--- src/rtl/alu_sr_seq.sv ---
// alu_sr_seq: multi-cycle right shifter (logical/arithmetic).
// A start request captures operand, amount and mode. The shift then runs
// in 16-bit coarse steps followed by 1-bit fine steps. The result is
// published on Z together with a one-cycle done pulse.
module alu_sr_seq #(
  parameter int N       = 32,
  parameter int SHAMT_W = 6
) (
  input  logic               clk,
  input  logic               rstb,
  input  logic               start,
  input  logic [N-1:0]       A,
  input  logic [SHAMT_W-1:0] AMT,
  input  logic               ARITH,
  output logic [N-1:0]       Z,
  output logic               busy,
  output logic               done
);

  // The remaining counter must be able to hold N itself (saturated amount).
  localparam int REM_W = $clog2(N + 1);
  // Wide enough to compare the amount port against N without truncation.
  localparam int CMP_W = (SHAMT_W > 32) ? SHAMT_W : 32;

  localparam logic [0:0] IDLE  = 1'b0;
  localparam logic [0:0] SHIFT = 1'b1;

  logic [0:0]       state;
  logic [N-1:0]     sreg;
  logic [REM_W-1:0] rem;
  logic             mode;
  logic             fill;

  // Amounts at or beyond the datapath width behave exactly like a shift by N.
  function automatic logic [REM_W-1:0] clamp_amt(input logic [SHAMT_W-1:0] amt);
    logic [CMP_W-1:0] amt_ext;
    amt_ext = CMP_W'(amt);
    if (amt_ext >= CMP_W'(N)) begin
      return REM_W'(N);
    end
    return REM_W'(amt);
  endfunction

  // One shift step: the fill bit is prepended and an arithmetic shift on the
  // widened value replicates it into the vacated positions. This also works
  // for N == 16, where a coarse step empties the whole word.
  function automatic logic [N-1:0] shift_step(input logic [N-1:0] val,
                                              input logic         fbit,
                                              input logic         coarse);
    logic signed [N:0] ext;
    ext = {fbit, val};
    if (coarse) begin
      ext = ext >>> 16;
    end else begin
      ext = ext >>> 1;
    end
    return ext[N-1:0];
  endfunction

  // Sign fill keeps the MSB unchanged, so reading it every step is the same
  // as using the sign captured at start.
  assign fill = mode & sreg[N-1];

  // Control FSM plus shift datapath; reset aborts any operation in flight.
  always_ff @(posedge clk) begin
    if (!rstb) begin
      state <= IDLE;
      Z     <= '0;
      busy  <= 1'b0;
      done  <= 1'b0;
      sreg  <= '0;
      rem   <= '0;
      mode  <= 1'b0;
    end else begin
      case (state)
        IDLE: begin
          done <= 1'b0;
          if (start) begin
            sreg  <= A;
            mode  <= ARITH;
            rem   <= clamp_amt(AMT);
            busy  <= 1'b1;
            state <= SHIFT;
          end
        end
        SHIFT: begin
          if (rem == '0) begin
            Z     <= sreg;
            done  <= 1'b1;
            busy  <= 1'b0;
            state <= IDLE;
          end else if (rem >= REM_W'(16)) begin
            sreg <= shift_step(sreg, fill, 1'b1);
            rem  <= rem - REM_W'(16);
          end else begin
            sreg <= shift_step(sreg, fill, 1'b0);
            rem  <= rem - REM_W'(1);
          end
        end
        default: begin
          state <= IDLE;
          busy  <= 1'b0;
          done  <= 1'b0;
        end
      endcase
    end
  end

endmodule

--- config.mk ---
export PLATFORM = sky130hd
export DESIGN_NAME = alu_sr_seq
export DESIGN_NICKNAME = d
export VERILOG_FILES = /design/src/rtl/alu_sr_seq.sv
export SDC_FILE = /design/constraint.sdc
export NUM_CORES = 1
export LEC_CHECK = 0
export ABC_AREA = 1
export BUFFER_PORTS_ARGS = -buffer_cell sky130_fd_sc_hd__buf_2
export CAP_MARGIN = 20
export CORE_UTILIZATION = 55
export DETAILED_ROUTE_END_ITERATION = 7
export PLACE_DENSITY = 0.81
export REMOVE_ABC_BUFFERS = 1
export SLEW_MARGIN = 40
export SYNTH_ARGS = -nofsm -noshare
export SYNTH_HDL_FRONTEND = slang
export SYNTH_SLANG_ARGS = --single-unit
--- constraint.sdc ---
create_clock -name clk -period 4.6 [get_ports clk]
set_input_delay 0.23 -clock clk [delete_from_list [all_inputs] [get_ports clk]]
set_output_delay 0.23 -clock clk [all_outputs]
set_load 0.005 [all_outputs]
* After elaboration in Yosys (flattened, before gate mapping)
Cells that the tools add are included.
** Cells by class
- $add $sub $neg :: 2
- $lt $le $gt $ge :: 2
- Eq/ne operators :: 3
- Mux-type cells :: 22
- Bitwise gates (word level) :: 2
- Reductions and logical operators :: 5
** Operator list (number)
- 32-bit 2-to-1 mux :: 2
- 32-bit case mux with 2 select lines :: 1
- 31-bit 2-to-1 mux :: 1
- 6-bit 2-to-1 mux :: 5
- 6-bit case mux with 2 select lines :: 1
- 1-bit 2-to-1 mux :: 9
- 2-bit AND reduction :: 4
- 6-bit by 5-bit >= comparator with 1-bit output (second input constant) :: 1
- 6-bit >= comparator (second input constant) :: 1
- 6-bit logical NOT :: 1
- 1-bit case mux with 2 select lines :: 3
- 6-bit by 1-bit subtractor with 6-bit output (second input constant) :: 1
- 6-bit by 5-bit subtractor with 6-bit output (second input constant) :: 1
- 2-bit inequality test (second input constant) :: 2
- 2-bit by 1-bit inequality test with 1-bit output (second input constant) :: 1
- 1-bit AND :: 1
- 1-bit inverter :: 1
** Word-level totals
- Flip-flop bits (word level) :: 74
- Input bits :: 42
- Output and inout bits :: 34
- Word-level logic and storage cells :: 43

* Depth between registers and ports, before layout
Gate-level depths: netlist (run 1).
- Word-level depth :: 8
- Mapped depth :: 9
- Depth with buffers taken out :: 9

* Least setup slack after synthesis (run 1)
Ideal clock, no wire load.
- Path kind :: register to register
- Start :: register rem[4]
- End :: register sreg[5]
- Library setup time :: 0.065 ns
- Arrival :: 1.374 ns
- Data required time :: 4.535 ns
- Path slack :: 3.162 ns
- Cell stages (with the launch flop) :: 9
- Buffers on the path :: 1
- Period minus slack after synthesis :: 1.438 ns
- Cell sequence :: dfxtp_1 > inv_1 > ha_1 > inv_1 > buf_2 > nor2_1 > o21ai_0 > nor2_1 > nor2_1
** Between the ends
- Longest elaborated chain between the ends :: 4
- Elaborated cells between the ends (all ways) :: 7
- Those cells by class :: order compare (1); eq/ne (1); mux (3); reduce/logical (2)
** Ends and longest elaborated chain
- start, declared :: line 30 : logic [REM_W-1:0] rem;
- start signal, assigned :: line 81 : rem <= clamp_amt(AMT);
- start signal, assigned :: line 94 : rem <= rem - REM_W'(16);
- start signal, assigned :: line 97 : rem <= rem - REM_W'(1);
- 6-bit by 5-bit >= comparator with 1-bit output :: line 92 : end else if (rem >= REM_W'(16)) begin
- 31-bit 2-to-1 mux :: line 92
- 32-bit 2-to-1 mux :: line 87 : if (rem == '0) begin
- 32-bit case mux with 2 select lines :: line 75 : case (state)
- end signal, assigned :: line 93 : sreg <= shift_step(sreg, fill, 1'b1);
- end signal, assigned :: line 96 : sreg <= shift_step(sreg, fill, 1'b0);
- end, declared :: line 29 : logic [N-1:0] sreg;
Several ways; a longest one is shown, not always the timed one. The select of a mux whose other input is x is not followed.
A chain may end at the register's enable or synchronous reset.

* Worst setup path after layout (run 1)
- Start :: register rem[0]
- End :: register sreg[25]
Same word-level chain as after synthesis.

==> impl_summary.md, run 1 <==
Route
Detailed routing inserted a total of 3521 vias. The iteration count of the initial detailed-routing pass is 5. The initial DRC count is 356. The overall routed net length is 8.63 mm. In the routed layout, each cell is associated on average with a via count of 5.58. The number of nets still failing antenna checks after routing is 0. After detailed routing, the number of remaining DRC violations is 0.

After detailed routing, the average wire length per cell comes to 13.7 µm.

Finish
The post-route netlist has 19.1% of its cells at a drive strength greater than 1. The final layout contains 596 nets. The layout has 544 filler cells.

After routing the design area is 0.00404 mm². Relative to the synthesized area, the layout overhead comes to 15.6%. The final antenna diode count is 0.

GRT
The total global routing overflow is 0. The number of antenna violations at the first check in global routing is 0. Entering global routing, the biggest net connects 51 pins. The first global-routing pass estimated 14.2 mm of wire. The number of global-route vias before repair is 3136.

Across every metal layer, demand over resource in global routing totals 27.6%.

Timing
Setup total negative slack on the finished layout was measured at 0 ns. At the pin with the least slew margin, the transition time is 0.708 ns. Timing would allow up to 431 MHz. Clock skew on the completed layout was measured at 0.0121 ns. The relative max-transition margin is 52.8%. The portion of the clock cycle consumed by the worst path in the final layout is 50.5%. The final count of pins violating max slew came to 0.

The number of setup violations in the final report is 0. The number of hold violations in the final report is 0. The worst path in the final design needs a cycle of 2.32 ns, including I/O delays and setup. Setup repair after global routing left no endpoint under its margin.

Yosys
The fraction of synthesis flops using an asynchronous set or reset pin is 0%. Counting flops with a built-in enable in the synthesized netlist gives 0. Sequential elements use 42.4% of the synthesized area. The number of distinct library cells after synthesis is 27.

Synthesis handed over a netlist of 497 instances. Counting flops and latches in the post-synthesis netlist gives 74. The number of synthesis warnings is 0.

The leading register cell type out of synthesis is sky130_fd_sc_hd__dfxtp_1. The mean instance size in the synthesized netlist is 7.02 µm². In this run the cell area of the synthesized design comes to 0.00349 mm².

Setup path
STA classifies the critical path endpoint as a flip-flop. The critical path required time is 4.89 ns. The worst register-to-register path has a setup slack of 2.28 ns. The type of the setup path with the least slack is reg -> reg. The signal arrival time at the worst endpoint is 2.61 ns. Walking the worst path, the cells encountered are inv_1 -> ha_1 -> nand3_2 -> nand2_4 -> nand2_4 -> inv_2 -> nor2_1 -> nor2_1. On the critical path, the stage with the largest delay is an instance of sky130_fd_sc_hd__inv_2.

The maximum fanout along the worst path is 36. The largest incremental delay on the critical path is 0.52 ns. The worst setup path is launched from a flip-flop.

Hold path
The type of the worst min-delay path is in -> reg.

Clocking
The clock slew at the register clock pins of the worst setup and hold paths is 0.08 ns. At the later pin of the worst-skew pair, clock insertion delay measures 0.36 ns. The TritonCTS clock tree is yes.

The cell at the root of the clock tree is sky130_fd_sc_hd__clkbuf_8. Buffers inserted to repair hold after CTS numbered 0. The number of buffers created by CTS is 9. The CTS H-tree depth is 3. The count of instances resized after the clock tree is built is 0. The number of sinks handled by clock tree synthesis is 74. Post-CTS timing repair inserted 0 buffers for setup. The maximum clock insertion buffer count is 2.

Floorplanning
The die outline area is 0.00667 mm². The number of top-level design ports is 76. In this run the horizontal extent of the chip is 81.7 µm. In this run the vertical extent of the chip is 81.7 µm. The floorplan step defined a core boundary enclosing 0.00603 mm². The row count is 28. The initial core utilization is 57.9%.

Power
The internal power consumption is 0.00128 W. The analysis attributes to cell leakage a power of 1.82 nW. The clock group share of total power is 36.2%.

The power density over the cells is 460 mW/mm². Of the total power, combinational logic draws 22.2%. Net switching is 31.0% of the power. The power share of the sequential group is 41.6%. The net switching power is 0.000577 W. Across the VDD grid, the largest voltage drop is 285 µV.

Flow run
Across the run, the number of max-cap violations was 0.

Placement
The HPWL after detailed placement is 5.36 mm. The congestion estimate from routability-driven global placement came to 0.866. Once placement finished, the instance area stood at 0.00377 mm².

The number of I/O port buffers is 75.

Run status
The run finished with clean final reports.
==> power groups by stage <==
stage          sequential (W)  combinational (W)  clock [W]
3_3_place_gp         0.000783           0.000393          0
6_report             0.000773           0.000412   0.000672
2_1_floorplan        0.000782           0.000271          0
5_1_grt              0.000783           0.000466   0.000702
3_5_place_dp         0.000784           0.000404          0
4_1_cts              0.000772           0.000409   0.000672
==> flip-flops by register name (all words and copies together), names as in the netlist <==
signal	flops
Z	32
mode	1
done	1
busy	1
sreg	32
rem	6
state	1
==> worst max-delay path: cells and delay by family (launching register included) <==
family,cells,cell delay [ns]
AND/OR/NAND/NOR,5,1.00
adder cells (fa/ha/maj),1,0.25
flip-flops,1,0.32
buffers and inverters,2,0.67
==> placed cells by master (no fill, tap or decap) <==
cell type and n:
sky130_fd_sc_hd__nand2_4 2, sky130_fd_sc_hd__inv_2 4, sky130_fd_sc_hd__a21oi_2 1, sky130_fd_sc_hd__or2_1 1, sky130_fd_sc_hd__clkbuf_1 1, sky130_fd_sc_hd__o21ai_0 70, sky130_fd_sc_hd__nor2_2 2, sky130_fd_sc_hd__clkinv_2 1
sky130_fd_sc_hd__nor2_1 94, sky130_fd_sc_hd__clkbuf_8 10, sky130_fd_sc_hd__o21ai_1 3, sky130_fd_sc_hd__nand4_1 1, sky130_fd_sc_hd__inv_1 26, sky130_fd_sc_hd__nand2_1 84, sky130_fd_sc_hd__nand3_1 42, sky130_fd_sc_hd__a21oi_1 34
sky130_fd_sc_hd__buf_4 2, sky130_fd_sc_hd__o221ai_1 1, sky130_fd_sc_hd__dfxtp_2 1, sky130_fd_sc_hd__o211a_1 1, sky130_fd_sc_hd__nand2_2 2, sky130_fd_sc_hd__ha_1 3, sky130_fd_sc_hd__dfxtp_1 73, sky130_fd_sc_hd__nand4_4 1
sky130_fd_sc_hd__a31oi_1 1, sky130_fd_sc_hd__nand3_2 1, sky130_fd_sc_hd__bufinv_16 4, sky130_fd_sc_hd__o211ai_1 14, sky130_fd_sc_hd__xnor2_1 1, sky130_fd_sc_hd__buf_2 75
==> cell usage after synthesis (2+ instances only) <==
library cell,number,area (µm²)
sky130_fd_sc_hd__a21oi_1,34,170
sky130_fd_sc_hd__buf_2,15,75.1
sky130_fd_sc_hd__buf_4,4,30.0
sky130_fd_sc_hd__buf_6,6,67.6
sky130_fd_sc_hd__clkbuf_1,9,33.8
sky130_fd_sc_hd__dfxtp_1,74,1480
sky130_fd_sc_hd__ha_1,3,37.5
sky130_fd_sc_hd__inv_1,27,101
sky130_fd_sc_hd__inv_2,3,11.3
sky130_fd_sc_hd__nand2_1,84,315
sky130_fd_sc_hd__nand2_2,2,12.5
sky130_fd_sc_hd__nand2_4,2,22.5
sky130_fd_sc_hd__nand3_1,42,210
sky130_fd_sc_hd__nor2_1,94,353
sky130_fd_sc_hd__nor2_2,2,12.5
sky130_fd_sc_hd__o211ai_1,14,105
sky130_fd_sc_hd__o21ai_0,70,350
sky130_fd_sc_hd__o21ai_1,3,15.0
==> final cells by class <==
class / count / area, µm² / share of cell area (%)
inverters: 30 / 113 / 2.79
multi-input cells: 359 / 1690 / 41.9
clock buffers: 11 / 141 / 3.50
flip-flops and latches: 74 / 1480 / 36.7
repair buffers: 77 / 390 / 9.67
clock inverters: 5 / 125 / 3.10
well taps: 75 / 93.8 / 2.32
==> worst paths after layout <==
check,from,endpoint,depth (start not counted)
max,rem[0],sreg[25],8
min,ARITH,mode,3
min reg2reg,Z[11],Z[11],2
max reg2reg,rem[0],sreg[25],8
==> per-stage QoR <==
stage / util (%) / std cells / hold slack, ns / power [W] / setup WS, ns
3_5_place_dp: 62.6 / 615 / 0.450 / 0.00119 / 2.33
3_3_place_gp: 62.6 / 615 / 0.448 / 0.00118 / 2.43
4_1_cts: 67.0 / 631 / 0.0918 / 0.00185 / 2.28
2_1_floorplan: - / 463 / 0.351 / 0.00105 / 2.18
5_1_grt: 67.0 / 631 / 0.0973 / 0.00195 / 2.02
6_report: 67.0 / 631 / 0.0916 / 0.00186 / 2.28
==> kinds of logic (layout without fill, tap and decap cells) <==
group,count (synthesis),count (layout),share of synthesized area (%)
fa+ha+maj,3,3,1.08
flops,74,74,42.4
xor+xnor,1,1,0.251
simple gates,230,230,27.8
compound gates,125,125,19.3
buf+inv,64,123,9.14
==> metal layers <==
| metal | share of wire [%] | routed length [µm] | track usage (%) |
|---|---|---|---|
| met2 | 46 | 3970 | 45.8 |
| met3 | 6.9 | 599 | 4.44 |
| met4 | 1.5 | 129 | 11.9 |
| met1 | 46 | 3930 | 35.3 |
| met5 | 0 | 0 | 0 |
Note: power is estimated with default switching activity, not from simulation.
==> run 2: changes to the inputs <==
- CORE_UTILIZATION: 55 -> 49
- PLACE_DENSITY: 0.81 -> 0.76
- clock period: 4.6 -> 2.02 ns (I/O delays scaled with it)
==> run 2 against run 1 <==
Cell area rose by 0.99%. Cell count rose by 4.6%. Largest power group unchanged. Critical endpoint is now sreg[4]. Die area rose by 12%. Non-clock buffer count rose by 8. First-iteration DRC count fell by 28%. Register-to-register slack got worse by 2.1 ns. Sequential share of layout area fell by 0.36 points. Routed wire length rose by 1.7%.
==> impl_summary.md, run 2 (synthesized netlist as in run 1, its figures left out) <==
Run status
The flow ran to the end, and the final reports show no timing, DRC or antenna violations.

Setup path
The sum of buffers and inverters on the critical path is 3 (+1). The type of the setup path with the least slack is reg -> reg. The most frequent cell on the critical path is sky130_fd_sc_hd__nor2_1. The critical path's slowest cell is sky130_fd_sc_hd__dfxtp_1. The critical path required time is 2.30 ns (-2.59 ns). STA classifies the critical path endpoint as a flip-flop.

The largest incremental delay on the critical path is 0.32 ns (-0.20 ns). The maximum fanout along the worst path is 35 (-2.8%). The signal arrival time at the worst endpoint is 2.13 ns (-0.48 ns). Walking the worst path, the cells encountered are inv_1 -> ha_1 -> nand3_2 -> nand2_4 -> nand2_8 -> inv_2 -> buf_4 -> nor2_1 -> nor2_1. The worst setup path is launched from a flip-flop. The family of cells with the greatest summed delay on the critical path is simple AND/OR/NAND/NOR gates.

Route
The via count of the routed design is 3463 (-1.6%). The initial DRC count was 258 (-28%). The total DRC errors in the routed layout was 0 (unchanged). The via density per instance is 5.25 (-6.0%). The iteration count of the initial detailed-routing pass is 5 (unchanged). The overall routed net length came to 8.78 mm (+1.7%).

The wire length per cell is 13.3 µm (-2.8%). The number of nets still failing antenna checks after routing is 0 (unchanged).

Finish
The final antenna diode count came to 0 (unchanged). The final net count was 604 (+1.3%). The fraction of the core area covered by cells at the end of the flow came to 59.7% (-7.3 points). The largest registers in the layout are Z x32, sreg x32, rem x6. The library cells used most frequently in the layout, excluding fill and tap cells, are sky130_fd_sc_hd__nor2_1, sky130_fd_sc_hd__nand2_1, sky130_fd_sc_hd__buf_2. The share of layout cells above drive strength 1 is 19.9% (+0.79 points). The relative area change from synthesis to final layout is 16.8%. The leading cell type in the layout, fill and taps excluded is sky130_fd_sc_hd__nor2_1.

GRT
The total global routing overflow is 0 (unchanged). The number of antenna violations at the first check in global routing is 0 (unchanged). The number of global-route vias before repair came to 3175 (+1.2%). The maximum number of pins on one net before global-route repair is 43 (-16%). The combined global-route utilization of all metal layers is 25.0% (-2.6 points). The first-pass GRT wire length came to 14.8 mm (+4.6%).

Floorplanning
The height of the die is 86.4 µm (+5.8%). The row count is 30 (+7.1%). The die width is 86.4 µm (+5.8%).

The initial core utilization is 51.1% (-6.8 points). The area of the core was 0.00683 mm² (+13%). The die outline area is 0.00747 mm² (+12%).

The number of top-level design ports is 76 (unchanged).

Power
The highest ir drop seen on vdd was 390 µV (+37%). The total leakage power is 1.82 nW (+0.28%). The power density over the cells is 958 mW/mm² (+110%).

Clocking
The insertion delay of the later-clocked pin in the worst-skew pair is 0.34 ns (-0.02 ns). The number of buffers inserted to repair setup after CTS is 0 (unchanged). TritonCTS built the clock tree. The cell at the root of the clock tree is sky130_fd_sc_hd__clkbuf_8. The CTS H-tree depth is 3 (unchanged). The maximum clock insertion buffer count was 2 (unchanged). The number of sinks handled by clock tree synthesis is 74 (unchanged). The clock slew at the register clock pins of the worst setup and hold paths is 0.08 ns (about the same). The number of buffers created by CTS is 9 (unchanged).

Timing
The final count of pins violating max slew came to 0 (unchanged). The worst path setup slack after routing is 0.179 ns (-2.10 ns). The relative max-transition margin is 63.5% (+11 points).

The portion of the clock cycle consumed by the worst path in the final layout came to 91.1% (+41 points). The pin slew with the least headroom to its limit is 0.546 ns (-0.161 ns). The number of hold violations in the final report was 0 (unchanged). The post-route minimum period is 1.84 ns (-0.481 ns). Setup repair after global routing left no endpoint under its margin.

The peak clock frequency supported by timing is 543 MHz (+26%). The number of setup violations in the final report is 0 (unchanged). The post-route clock skew is 0.00910 ns (-0.00300 ns).

Placement
The weighted congestion at the end of routability-driven global placement is 0.839 (-3.1%). The number of I/O port buffers is 75 (unchanged). The HPWL after detailed placement is 5.63 mm (+5.0%). The pre-CTS setup slack came to 0.141 ns (-2.19 ns).

Flow run
The number of max-cap violations is 0 (unchanged).

Hold path
The type of the worst min-delay path is in -> reg.
## run 2: changes by cell type in the layout (fill, tap and decap cells not counted)
cell / previous run / this run
sky130_fd_sc_hd__inv_2: 4 / 3
sky130_fd_sc_hd__clkinvlp_4: 0 / 2
sky130_fd_sc_hd__clkinv_2: 1 / 0
sky130_fd_sc_hd__inv_6: 0 / 1
sky130_fd_sc_hd__clkinv_4: 0 / 1
sky130_fd_sc_hd__nand2_8: 0 / 1
sky130_fd_sc_hd__nand2_2: 2 / 1
sky130_fd_sc_hd__inv_1: 26 / 27
sky130_fd_sc_hd__bufinv_16: 4 / 1
sky130_fd_sc_hd__buf_4: 2 / 9
sky130_fd_sc_hd__dlygate4sd3_1: 0 / 1
## run 2: through the flow
step	hold slack [ns]	setup TNS [ns]	total power (W)	area, µm²	std cells
global placement	0.344	0	0.00272	3850	643
floorplan	0.222	-25.44	0.00240	3280	463
detailed placement	0.343	0	0.00274	3850	643
finish	0.0905	0	0.00391	4080	660
CTS	0.0836	0	0.00391	4060	660
global route	0.122	0	0.00415	4080	660
## run 2: layout make-up
cell class / instances / area, µm²
Fill cell: 658 / 2760
Sequential cell: 74 / 1480
Clock buffer: 11 / 141
Clock inverter: 5 / 62.6
Inverter: 30 / 113
Multi-Input combinational cell: 359 / 1700
Timing Repair Buffer: 85 / 453
Tap cell: 96 / 120
## run 2: worst register-to-register path: cells and delay by family, from the launching register on
family,cells,cell delay [ns]
AND/OR/NAND/NOR,5,0.74
buffers and inverters,3,0.48
flip-flops,1,0.32
adder cells (fa/ha/maj),1,0.25
## run 2: worst paths after layout
| check | start | endpoint | slack (ns) | cells after the start |
|---|---|---|---|---|
| hold / removal | AMT[3] | rem[3] | 0.09 | 5 |
| setup reg to reg | rem[0] | sreg[4] | 0.18 | 9 |
| setup / recovery | rem[0] | sreg[4] | 0.18 | 9 |
| hold reg to reg | Z[24] | Z[24] | 0.46 | 2 |
## run 2: where the power goes
part           internal [W]  switching [W]
sequential          0.00163       0.000139
clock              0.000611       0.000563
combinational      0.000342       0.000625
total               0.00258        0.00133
## run 2: repair_timing
action | in CTS | in global routing
gates resized for setup | 0 | 2
setup endpoints to repair | 0 | 60
endpoints found under the hold margin | 1 | 0
hold buffers | 1 | 0
## run 2: per-layer routing
layer,vias to the layer above,GRT usage [%],wire length [µm]
met5,-,0,0
met4,0,9.85,144
met3,16,3.52,458
met2,112,40.5,4200
met1,1574,33.9,3980
li1,1761,-,-
==> run 3: changes to the inputs <==
- CORE_MARGIN: unset -> 4
==> run 3 against run 2 <==
Cell area up 1.4%. Sequential power about the same. Via count is 0.17% higher. Core utilization increased by 0.48 points. Non-clock buffer count decreased by 1. Power rose by 8.1%. Fmax rose by 2.3%. Clock-buffer cell count shrank 2. Highest routed layer unchanged. Critical path type unchanged.
==> impl_summary.md, run 3 (synthesized netlist as in run 1, its figures left out) <==
Timing
Setup repair after global routing left no endpoint under its margin. The setup TNS is 0 ns (unchanged). The relative max-transition margin is 54.2% (-9.3 points).

The peak clock frequency supported by timing is 555 MHz (+2.3%). The number of hold violations in the final report came to 0 (unchanged). The post-route minimum period came to 1.80 ns (-0.0406 ns). The number of setup violations in the final report is 0 (unchanged). The pin slew with the least headroom to its limit was 0.687 ns (+0.140 ns).

The post-route clock skew came to 0.00662 ns (-0.00248 ns). The final count of pins violating max slew came to 0 (unchanged). The portion of the clock cycle consumed by the worst path in the final layout is 89.1% (-2.0 points).

Clocking
The number of sinks handled by clock tree synthesis is 74 (unchanged). The insertion delay of the later-clocked pin in the worst-skew pair was 0.34 ns (about the same). The hold-fix buffer count after cts is 0 (-1). The CTS H-tree depth came to 3 (unchanged).

The clock slew at the register clock pins of the worst setup and hold paths is 0.08 ns (about the same). The TritonCTS clock tree is yes. The cell sitting at the root of the clock tree is a sky130_fd_sc_hd__clkbuf_8. The number of buffers inserted to repair setup after CTS is 0 (unchanged).

The maximum clock insertion buffer count was 2 (unchanged). The number of buffers created by CTS is 9 (unchanged).

Setup path
The signal arrival time at the worst endpoint is 2.08 ns (-0.05 ns). The type of destination of the critical path is a flip-flop. The sum of buffers and inverters on the critical path is 3 (unchanged). The worst setup path is launched from a flip-flop. The type of the setup path with the least slack is reg -> reg. The largest incremental delay on the critical path is 0.31 ns (about the same). The family of cells with the greatest summed delay on the critical path is buffers and inverters. The critical path required time was 2.30 ns (about the same). The maximum fanout along the worst path is 19 (-46%). Walking the worst path, the cells encountered are inv_1 -> ha_1 -> nand3_2 -> nand2_4 -> nand2_4 -> inv_2 -> buf_12 -> nor2_1 -> nor2_1. For this design, the slowest cell found on the critical path is sky130_fd_sc_hd__dfxtp_1.

Floorplanning
The number of top-level design ports came to 76 (unchanged). The height of the die was 92.4 µm (+6.9%). The row count is 30 (unchanged). The die outline area came to 0.00854 mm² (+14%). The initial core utilization is 50.8% (-0.28 points).

The area of the core is 0.00687 mm² (+0.55%). The die width came to 92.4 µm (+6.9%).

Placement
The weighted congestion at the end of routability-driven global placement is 0.869 (+3.6%). The HPWL after detailed placement is 5.83 mm (+3.5%). The total placed instance area is 0.00387 mm² (+0.65%).

The number of I/O port buffers was 75 (unchanged).

Finish
The relative area change from synthesis to final layout is 18.4%. The largest registers in the layout are Z x32, sreg x32, rem x6. The fill cell instance count of the final layout came to 645 (-2.0%).

The leading cell type in the layout, fill and taps excluded is sky130_fd_sc_hd__nor2_1. The area of all placed cells without fillers is 0.00413 mm² (+1.4%). The final antenna diode count came to 0 (unchanged).

In the layout the commonest cells are sky130_fd_sc_hd__nor2_1, sky130_fd_sc_hd__nand2_1, sky130_fd_sc_hd__buf_2. The final net count is 603 (-0.17%). The share of layout cells above drive strength 1 was 19.8% (-0.072 points).

Route
The total DRC errors in the routed layout is 0 (unchanged). The iteration count of the initial detailed-routing pass is 5 (unchanged). The number of nets still failing antenna checks after routing came to 0 (unchanged). The via count of the routed design is 3469 (+0.17%).

The via density per instance was 5.28 (+0.63%). The wire length per cell is 13.9 µm (+4.6%). The initial DRC count is 242 (-6.2%). The overall routed net length is 9.14 mm (+4.2%).

GRT
The total global routing overflow is 0 (unchanged). The first-pass GRT wire length came to 15.5 mm (+4.3%). The maximum number of pins on one net before global-route repair is 51 (+19%). The combined global-route utilization of all metal layers is 21.9% (-3.1 points).

The number of global-route vias before repair was 3368 (+6.1%). The number of antenna violations at the first check in global routing was 0 (unchanged).

Run status
The flow ran to the end, and the final reports show no timing, DRC or antenna violations.

Power
The power density over the cells is 1020 mW/mm² (+6.7%). The total leakage power came to 1.85 nW (+1.8%). The highest ir drop seen on vdd is 430 µV (+10%).

Flow run
The number of max-cap violations is 0 (unchanged).

Hold path
The tightest min-delay check is of the in -> reg type.
[run 3: repair_timing]
item / CTS / global route
gates resized for setup: 0 / 1
setup endpoints to repair: 0 / 33
hold endpoints to repair: 0 / 0
[run 3: final cells by class]
cell class              instances  area (µm²)  share of cell area (%)
repair buffers                 84         468                    11.3
inverters                      30         113                    2.73
well taps                      96         120                    2.91
multi-input cells             359        1700                    41.0
clock inverters                 5         129                    3.12
clock buffers                   9         124                    3.00
flip-flops and latches         74        1480                    35.9
[run 3: metrics by stage]
stage                     hold WS, ns  instances  utilization (%)  power [W]  worst slack (ns)
final                          0.0155        657             60.1    0.00422             0.220
after global routing          0.00381        657             60.1    0.00446            0.0643
after CTS                     0.00276        657             60.1    0.00423            0.0809
after detailed placement        0.364        643             56.4    0.00276            0.0966
after global placement          0.348        643             56.4    0.00274             0.182
after floorplan                 0.222        463                -    0.00240            -0.403
[run 3: worst reg2reg max path, stage by stage (launching register included)]
cell and delay [ns]:
sky130_fd_sc_hd__dfxtp_1 0.31, sky130_fd_sc_hd__inv_1 0.14, sky130_fd_sc_hd__ha_1 0.25, sky130_fd_sc_hd__nand3_2 0.13
sky130_fd_sc_hd__nand2_4 0.22, sky130_fd_sc_hd__nand2_4 0.07, sky130_fd_sc_hd__inv_2 0.26, sky130_fd_sc_hd__buf_12 0.20
sky130_fd_sc_hd__nor2_1 0.05, sky130_fd_sc_hd__nor2_1 0.11
[run 3: path summary, 6_finish.rpt]
kind,cells past startpoint,end,slack [ns],start
worst max register to register,9,sreg[4],0.22,rem[0]
worst max-delay path,9,sreg[4],0.22,rem[0]
worst min-delay path,3,mode,0.02,ARITH
worst min register to register,2,Z[15],0.46,Z[15]
[run 3: power by group]
part,switching (W),internal (W),total [W]
sequential,0.000137,0.00163,0.00176
clock,0.000538,0.000934,0.00147
combinational,0.000637,0.000352,0.000989
total,0.00131,0.00291,0.00422
[run 3: layer usage]
metal / global-route usage, % / wire [µm] / vias to the layer above
li1: - / - / 1759
met3: 5.04 / 581 / 11
met2: 36.8 / 4220 / 121
met1: 27.9 / 4210 / 1578
met4: 6.68 / 136 / 0
met5: 0 / 0 / -
